**src/rtl/rr_shared_reg_arbiter.sv**
```systemverilog
// Round-robin arbiter that shares one W-bit register among N writers.
// Each transaction runs grant, then commit with ack, then back to idle.
module rr_shared_reg_arbiter #(
    parameter  int N     = 4,
    parameter  int W     = 8,
    localparam int IDX_W = $clog2(N)
) (
    input  logic             clk,
    input  logic             resetn,
    input  logic [N-1:0]     req,
    input  logic [N*W-1:0]   wdata,
    output logic [N-1:0]     gnt,
    output logic [N-1:0]     ack,
    output logic             abort,
    output logic [W-1:0]     q,
    output logic [IDX_W-1:0] owner,
    output logic             busy
);

    typedef enum logic [1:0] {
        S_IDLE,
        S_GRANT,
        S_ACK
    } state_t;

    state_t           r_state;
    logic [IDX_W-1:0] r_ptr;
    logic [IDX_W-1:0] r_win;
    logic [N-1:0]     r_gnt;
    logic [N-1:0]     r_ack;
    logic             r_abort;
    logic [W-1:0]     r_q;
    logic [IDX_W-1:0] r_owner;

    state_t           w_state_nxt;
    logic [IDX_W-1:0] w_ptr_nxt;
    logic [IDX_W-1:0] w_win_nxt;
    logic [N-1:0]     w_gnt_nxt;
    logic [N-1:0]     w_ack_nxt;
    logic             w_abort_nxt;
    logic [W-1:0]     w_q_nxt;
    logic [IDX_W-1:0] w_owner_nxt;

    logic [W-1:0]     w_slot [N];
    logic [IDX_W-1:0] w_idx;
    logic [IDX_W-1:0] w_sel;
    logic             w_found;

    always_comb begin
        for (int i = 0; i < N; i++) begin
            w_slot[i] = wdata[i*W +: W];
        end
    end

    // Scan upward from the slot after the last committer, wrapping at N.
    always_comb begin
        w_found = 1'b0;
        w_sel   = '0;
        w_idx   = '0;
        for (int k = 1; k <= N; k++) begin
            w_idx = IDX_W'((int'(r_ptr) + k) % N);
            if (!w_found && req[w_idx]) begin
                w_found = 1'b1;
                w_sel   = w_idx;
            end
        end
    end

    always_comb begin
        w_state_nxt = r_state;
        w_ptr_nxt   = r_ptr;
        w_win_nxt   = r_win;
        w_gnt_nxt   = r_gnt;
        w_ack_nxt   = '0;
        w_abort_nxt = 1'b0;
        w_q_nxt     = r_q;
        w_owner_nxt = r_owner;
        unique case (r_state)
            S_IDLE: begin
                if (w_found) begin
                    w_gnt_nxt   = N'(1) << w_sel;
                    w_win_nxt   = w_sel;
                    w_state_nxt = S_GRANT;
                end
            end
            S_GRANT: begin
                w_gnt_nxt = '0;
                if (req[r_win]) begin
                    w_q_nxt     = w_slot[r_win];
                    w_owner_nxt = r_win;
                    w_ptr_nxt   = r_win;
                    w_ack_nxt   = N'(1) << r_win;
                    w_state_nxt = S_ACK;
                end else begin
                    w_abort_nxt = 1'b1;
                    w_state_nxt = S_IDLE;
                end
            end
            S_ACK: begin
                w_state_nxt = S_IDLE;
            end
            default: begin
                w_gnt_nxt   = '0;
                w_state_nxt = S_IDLE;
            end
        endcase
    end

    always_ff @(posedge clk or negedge resetn) begin
        if (!resetn) begin
            r_state <= S_IDLE;
            r_ptr   <= IDX_W'(N - 1);
            r_win   <= '0;
            r_gnt   <= '0;
            r_ack   <= '0;
            r_abort <= 1'b0;
            r_q     <= '0;
            r_owner <= '0;
        end else begin
            r_state <= w_state_nxt;
            r_ptr   <= w_ptr_nxt;
            r_win   <= w_win_nxt;
            r_gnt   <= w_gnt_nxt;
            r_ack   <= w_ack_nxt;
            r_abort <= w_abort_nxt;
            r_q     <= w_q_nxt;
            r_owner <= w_owner_nxt;
        end
    end

    assign gnt   = r_gnt;
    assign ack   = r_ack;
    assign abort = r_abort;
    assign q     = r_q;
    assign owner = r_owner;
    assign busy  = (r_state != S_IDLE);

endmodule

```
**config.mk**
```make
export PLATFORM = sky130hd
export DESIGN_NAME = rr_shared_reg_arbiter
export DESIGN_NICKNAME = d
export VERILOG_FILES = /design/src/rtl/rr_shared_reg_arbiter.sv
export SDC_FILE = /design/constraint.sdc
export NUM_CORES = 1
export LEC_CHECK = 0
export CORE_ASPECT_RATIO = 1.4
export CORE_UTILIZATION = 44
export CTS_CLUSTER_DIAMETER = 60
export CTS_CLUSTER_SIZE = 40
export DETAILED_ROUTE_END_ITERATION = 10
export PLACE_DENSITY = 0.84
export SYNTH_ARGS = -nofsm -noshare
export SYNTH_HDL_FRONTEND = slang
export SYNTH_SLANG_ARGS = --single-unit
```
**constraint.sdc**
```tcl
create_clock -name clk -period 4 [get_ports clk]
set_clock_uncertainty 0.2 [all_clocks]
set_input_delay 0.4 -clock clk [delete_from_list [all_inputs] [get_ports clk]]
set_output_delay 0.4 -clock clk [all_outputs]
set_load 0.005 [all_outputs]
```
* Yosys cells after proc, flatten, opt, wreduce, memory -nomap -nowiden
Index checks and enable logic that the tools add are counted.
** Storage, ports and cells
- Bits in registers :: 25
- Bits of input ports :: 38
- Output and inout bits :: 20
- Word-level logic and storage cells :: 66
** Cells by class
- Add/subtract/negate cells :: 4
- Order comparisons :: 6
- Eq/ne operators :: 3
- Shift operators :: 2
- Mux-type cells :: 30
- Bitwise logic cells :: 2
- Reductions and logical operators :: 11
** Operator list (number)
- binary-select mux 8 bit (select 2 bit) :: 1
- 2-to-1 mux 8 bit :: 2
- < comparator 2 x 3 -> 1 bit (second input constant) :: 5
- 2-to-1 mux 2 bit :: 6
- 2-to-1 mux 4 bit :: 3
- 2-to-1 mux 1 bit :: 11
- binary-select mux 1 bit (select 2 bit) :: 5
- case mux 4 bit (2 select lines) :: 1
- << shifter 1 x 2 -> 4 bit (first input constant) :: 2
- AND reduction 2 bit :: 3
- adder 2 x 1 -> 2 bit (second input constant) :: 2
- adder 2 bit (second input constant) :: 2
- case mux 2 bit (2 select lines) :: 1
- >= comparator 3 bit (second input constant) :: 1
- logical AND 1 bit :: 3
- logical NOT 1 bit :: 3
- NOT 2 -> 3 bit :: 1
- equality test 2 x 1 -> 1 bit (second input constant) :: 1
- equality test 2 bit (second input constant) :: 1
- logical NOT 2 bit :: 1
- != test 2 bit (second input constant) :: 1
- nonzero test 2 bit :: 1
- NOT 1 bit :: 1

* Longest topological paths before layout
Gate-level depths: netlist (run 1).
- Depth after elaboration :: 16
- Gate-level depth with buffers :: 5
- Depth with buffers taken out :: 4

* Least setup slack after synthesis (run 1)
OpenSTA, ideal clock, no wires.
- Path type :: reg2reg
- Start point :: reg r_win[1]
- End point :: reg r_owner[0], in the netlist owner[0]
- Setup time :: 0.125 ns
- Arrival :: 1.503 ns
- Path slack :: 2.171 ns
- Stages on the path, launching flop included :: 6
- Path buffers :: 2
- Path through :: dfrtp_1 -> buf_6 -> mux4_2 -> nand2_4 -> buf_12 -> mux2_4
** Between the ends
- Word-level cells in the longest chain between the ends :: 3
** Ends and longest elaborated chain
- start, declared :: line 28 : logic [IDX_W-1:0] r_win;
- start signal, assigned :: line 122 : r_win <= w_win_nxt;
- binary-select mux 1 bit (select 2 bit) :: line 88 : if (req[r_win]) begin
- 2-to-1 mux 1 bit (implied by the code) :: line 88
- AND reduction 2 bit (no line)
- end signal, assigned :: line 127 : r_owner <= w_owner_nxt;
- end, declared :: line 33 : logic [IDX_W-1:0] r_owner;
No other way between the ends. The select of a mux whose other input is x is not followed.
A chain may end at the register's enable or synchronous reset.

* Final worst setup path (run 1)
- Start point :: reg r_win[1]
- End point :: reg r_q[6], in the netlist q[6]
** Between the ends
- Word-level cells in the longest chain between the ends :: 4
- Elaborated cells between the ends (all ways) :: 7
- Those cells by class :: 5 x mux; 1 x bitwise; 1 x reduce/logical
** Ends and longest elaborated chain
- NOT 2 -> 3 bit (implied by the code) :: line 89 : w_q_nxt = w_slot[r_win];
- binary-select mux 8 bit (select 2 bit) :: line 89
- 2-to-1 mux 8 bit (implied by the code) (2 in a row) :: line 89
- end signal, assigned :: line 126 : r_q <= w_q_nxt;
- end, declared :: line 32 : logic [W-1:0] r_q;
Several ways; a longest one is shown, not always the timed one. The select of a mux whose other input is x is not followed.

==> results of run 1 <==
[cell usage after synthesis (3+ instances only)]
cell type | count | area, sq um
mux4_2 | 7 | 158
buf_2 | 3 | 15.0
a22o_1 | 4 | 35.0
mux2_2 | 3 | 33.8
dfrtp_1 | 23 | 576
mux2_4 | 9 | 135
nand2_1 | 4 | 15.0
nor2_1 | 7 | 26.3
nand2b_1 | 4 | 25.0
nor3_1 | 3 | 15.0
inv_1 | 3 | 11.3
[sequential cells by signal, indices dropped and copies added, names as in the netlist]
name / count
q: 8
ack: 4
gnt: 4
owner: 2
r_ptr: 2
r_state: 2
r_win: 2
abort: 1
[power by group through the flow]
stage               Combinational [mW]  Clock, mW  Sequential (mW)
floorplan                        0.470          0            0.443
detailed placement               0.668          0            0.503
global placement                 0.649          0            0.500
CTS                              0.675      0.150            0.498
finish                           0.670      0.142            0.497
global route                     0.721      0.165            0.517
[cell families (layout without fill, tap and decap cells)]
group,Yosys count,after routing,share of synthesized area (%)
AO/OA/AOI/OAI,12,12,6.83
buffers and inverters,9,64,4.72
multiplexers,21,21,29.2
flip-flops,25,25,48.3
AND/OR/NAND/NOR,26,26,11.0
[layout by cell type, fill, tap and decap left out, drive strengths merged, types with 3 or more instances in the layout]
cell type / instances
a22o: 4
clkbuf: 4
clkdlybuf4s50: 57
dfrtp: 23
inv: 3
mux2: 12
mux4: 9
nand2: 5
nand2b: 4
nor2: 7
nor3: 3
[layout make-up]
cell class / instances / area share (%)
Clock buffer: 4 / 2.36
Inverter: 3 / 0.589
Multi-Input combinational cell: 59 / 31.9
Sequential cell: 25 / 32.9
Tap cell: 37 / 2.42
Timing Repair Buffer: 57 / 29.8
[final timing paths]
path,start,to,slack [ns],cells past startpoint
worst max-delay path,r_win[1],q[6],1.71,3
worst min-delay path,owner[1],owner[1],0.31,1
worst max register to register,r_win[1],q[6],1.71,3
worst min register to register,owner[1],owner[1],0.31,1
max in group asynchronous,resetn,gnt[1],2.43,1
min in group asynchronous,resetn,ack[3],0.52,1
[metal layers]
metal  share of wire, %  global-route usage, %
met1                 39                   24.1
met2                 54                   31.8
met3                4.4                   3.55
met4                2.3                   11.5
met5                  0                      0
[worst max-delay path, cell delays in order, from the launching register on]
cell,delay [ns]
dfrtp_1,0.74
mux4_2,0.63
nand2_4,0.23
mux2_2,0.37
==> impl_metrics.csv, run 1 <==
group,metric,value,unit
status,status,"finished, final reports clean",
layout,stdcell_count,185,
sta,hold_ws,0.313,ns
detailed_routing,totalWireLength,3010,microns
logic_synthesis,syn_area_per_cell,14.0,sq um
setup_path,crit_required,3.95,ns
pwr,p_comb_share,51.2,%
place,dp_slack,1.62,ns
global_route,grt_overflow,0,
global_route,grt_max_degree,26,
cts,clkTransAtPathRegs,0.08,ns
detailed_routing,antenna_left,0,
layout,nets,187,
cts,clockBufferDepth,2,
cts,post-cts-setup-buffers,0,
layout,syn_to_final_growth,47.1,%
logic_synthesis,ys.flop_type,"dfrtp_1",
place,port_buffers,57,
layout,fill_cells,192,
sta,finalCriticalPeriod,2.29,ns
logic_synthesis,yosys_warnings,0,
layout,multi_input_area,611,sq um
cts,tritoncts,"built",
pwr,seqPwrFrac,38.0,%
global_route,antenna_found_initial,0,
place,routabilityCongestion,0.792,
floorplan,die_area,3180,sq um
sta,max_freq,437,MHz
logic_synthesis,synthArstFlopShare,100,%
logic_synthesis,syn_area,1300,sq um
cts,hold_buffers,0,
pwr,ir_worst_vdd,353,uV
floorplan,core_area,2850,sq um
sta,hold_viol,0,
logic_synthesis,synth-edff-count,0,
sta,finalWorstSetupSlack,1.71,ns
sta,fin_tns_setup,0,ns
sta,worst_slew_pin_slew,1.08,ns
detailed_routing,via_per_inst,5.27,
floorplan,die_width,47.9,microns
detailed_routing,drc_errors,0,
layout,diodes,0,
floorplan,placementRows,23,
cts,htreeDepth,1,
floorplan,die_h,66.3,microns
floorplan,io_pins,58,
run,max_cap_violations,0,
logic_synthesis,syn_nets,131,
place,dp_hpwl,2200,microns
pwr,p_leak,0.824,nW
min_path,hold_path_class,"reg2reg",
pwr,p_sw,0.415,mW
setup_path,start_kind,"flip-flop",
setup_path,crit_path_end_kind,"flip-flop",
sta,min_period_over_period,57.2,%
sta,slew_viol_final,0,
logic_synthesis,netlist_instances,93,
pwr,p_int,0.895,mW
global_route,grt_pass1_vias,953,
logic_synthesis,yosysUniqueCellTypes,29,
logic_synthesis,ys_seq_area_share,48.3,%
floorplan,start_util,45.6,%
setup_path,worst-setup-path-type,"reg2reg",
detailed_routing,vias,975,
layout,regArea,628,sq um
pwr,power.density,685,nW/um^2
pwr,p_clk_share,10.9,%
sta,max-slew-margin-rel,27.4,%
global_route,grt_pass1_wl,4380,microns
layout,drive_above_1_share,18.9,%
global_route,grtUsageTotal,19.9,%
cts,insertion_delay,0.26,ns
detailed_routing,drtIter0Drc,19,
cts,cts-root-buf,"clkbuf_8",
cts,cts_buffers,3,
place,dp_cells,181,
sta,rsz0062_at_grt,"no",
setup_path,worstPathArrival,2.23,ns
layout,utilization,67.1,%
layout,stdcell_area,1910,sq um
cts,cts.sinks,25,
pwr,switching_share,31.7,%
cts,cts-resized-gates,0,
pwr,p_total,1.31,mW
detailed_routing,avgRoutedWirePerCell,16.3,microns
detailed_routing,dr.pass1.iters,4,
setup_path,cp_max_fo,16,
place,postPlaceCellArea,1870,sq um
sta,setup_viol_count_final,0,
logic_synthesis,ys_ff_latch,25,
Power figures use the tool's default switching activity.
==> run 2, diff against run 1 <==
Settings changed: CORE_UTILIZATION 44 to 37, PLACE_DENSITY 0.84 to 0.75.
Clock period 4 ns to 2 ns, I/O delays scaled along.
==> run 2 against run 1 <==
Net effect:
- maximum frequency is 23% higher
- global-route usage is 0.59 points lower
- critical path depth stayed put
- non-clock buffer count is 9 higher
- worst setup slack worse by 1.6 ns
- first-iteration DRC count is 11% lower
- sequential power is 83% higher
- final area is 4.4% higher
- clock-buffer cell count stayed put
==> impl_metrics.csv, run 2 (synthesized netlist as in run 1, its figures left out) <==
group,metric,value,unit
floorplan,die_width,52.1,microns
detailed_routing,vias,1011,
global_route,grt_use_met2,34.9,%
detailed_routing,dr.pass1.iters,4,
pwr,ir_worst_vdd,736,uV
cts,clockBufferDepth,2,
cts,insertion_delay,0.27,ns
global_route,grt_max_degree,26,
detailed_routing,drc_errors,0,
cts,cts-root-buf,"clkbuf_8",
global_route,grt_overflow,0,
detailed_routing,avgRoutedWirePerCell,17.0,microns
global_route,grtUsageTotal,19.4,%
setup_path,path_delay_family,"multiplexers",
global_route,grt-busiest-layer,"met2",
floorplan,core_area,3380,sq um
sta,finalCriticalPeriod,1.86,ns
detailed_routing,drtIter0Drc,17,
layout,drive_above_1_share,23.6,%
status,status,"finished, final reports clean",
setup_path,crit_required,1.96,ns
layout,final_common_cell,"clkdlybuf4s50_1",
layout,nets,196,
sta,max_freq,538,MHz
place,dp_cells,193,
pwr,p_total,2.74,mW
sta,fin_tns_setup,0,ns
cts,clkTransAtPathRegs,0.08,ns
sta,hold_viol,0,
detailed_routing,totalWireLength,3350,microns
setup_path,cp_slowest_cell,"mux4_2",
setup_path,cp.depth,3,
cts,post-cts-setup-buffers,0,
cts,cts-resized-gates,0,
setup_path,worstPathArrival,1.82,ns
sta,setup_viol_count_final,0,
setup_path,worst-path-buf-inv,0,
layout,syn_to_final_growth,53.5,%
setup_path,worstPathCellList,"mux4_2 -> nand2_4 -> mux2_2",
global_route,grt_use_met1,21.8,%
cts,htreeDepth,1,
floorplan,placementRows,25,
floorplan,io_pins,58,
floorplan,die_h,72.1,microns
place,dp_slack,-0.0854,ns
place,port_buffers,57,
layout,fill_cells,287,
cts,tritoncts,"built",
sta,worst_slew_pin_slew,0.467,ns
place,routabilityCongestion,0.813,
cts,cts_buffers,3,
global_route,antenna_found_initial,0,
setup_path,cp_max_fo,13,
run,max_cap_violations,0,
layout,diodes,0,
layout,stdcell_count,197,
floorplan,start_util,38.5,%
detailed_routing,antenna_left,0,
min_path,hold_path_class,"in2async",
pwr,p_leak,0.871,nW
cts,hold_buffers,0,
setup_path,start_kind,"flip-flop",
layout,final_cell_mix,"57 x clkdlybuf4s50_1, 23 x dfrtp_1, 9 x mux2_4, 8 x buf_4",
sta,finalWorstSetupSlack,0.140,ns
global_route,grtUsageMet3,3.35,%
setup_path,max_stage_delay,0.56,ns
floorplan,die_area,3760,sq um
cts,cts.sinks,25,
setup_path,r2r_cells,3,
place,dp_hpwl,2520,microns
sta,rsz0062_at_grt,"no",
layout,largest_register_ffs,8,
global_route,grt_pass1_vias,1105,
sta,max-slew-margin-rel,68.7,%
sta,slew_viol_final,0,
pwr,power.density,1370,nW/um^2
sta,min_period_over_period,93.0,%
global_route,grt_pass1_wl,5220,microns
detailed_routing,via_per_inst,5.13,
setup_path,worst-setup-path-type,"reg2reg",
setup_path,crit_path_end_kind,"flip-flop",
-- run 2: changes by cell type in the layout (fill, tap and decap cells not counted), sizes merged --
cell  before  now
buf        0    9
-- run 2: stage by stage --
step	instance area, sq um	util (%)	hold WS (ns)
6_report	2000	59.1	0.0884
5_1_grt	2000	59.1	0.101
4_1_cts	2000	59.1	0.0952
3_5_place_dp	1950	57.7	0.283
3_3_place_gp	1950	57.7	0.289
2_1_floorplan	1300	-	-0.296
-- run 2: final cells by class --
type / count / area, sq um / share of cell area, %
repair buffers: 66 / 651 / 32.6
multi-input cells: 59 / 611 / 30.6
inverters: 3 / 11.3 / 0.564
well taps: 40 / 50.0 / 2.51
flip-flops and latches: 25 / 628 / 31.5
clock buffers: 4 / 45.0 / 2.26
-- run 2: final timing paths --
kind	start	to	slack (ns)
min reg2reg	q[1]	q[1]	0.31
min in group clk	q[1]	q[1]	0.31
min	resetn	gnt[2]	0.09
max	r_win[1]	owner[1]	0.14
max reg2reg	r_win[1]	owner[1]	0.14
max in group asynchronous	resetn	r_ptr[0]	1.23
-- run 2: where the power goes --
part | switching [mW] | leakage (nW) | total [mW] | internal (mW)
Clock | 0.154 | 0.0228 | 0.297 | 0.143
Combinational | 0.548 | 0.537 | 1.53 | 0.982
Sequential | 0.158 | 0.311 | 0.909 | 0.752
-- run 2: layer usage --
metal	up-vias	wire length, microns
li1	470	-
met1	506	1320
met2	31	1830
met3	4	162
met4	0	47
met5	-	0
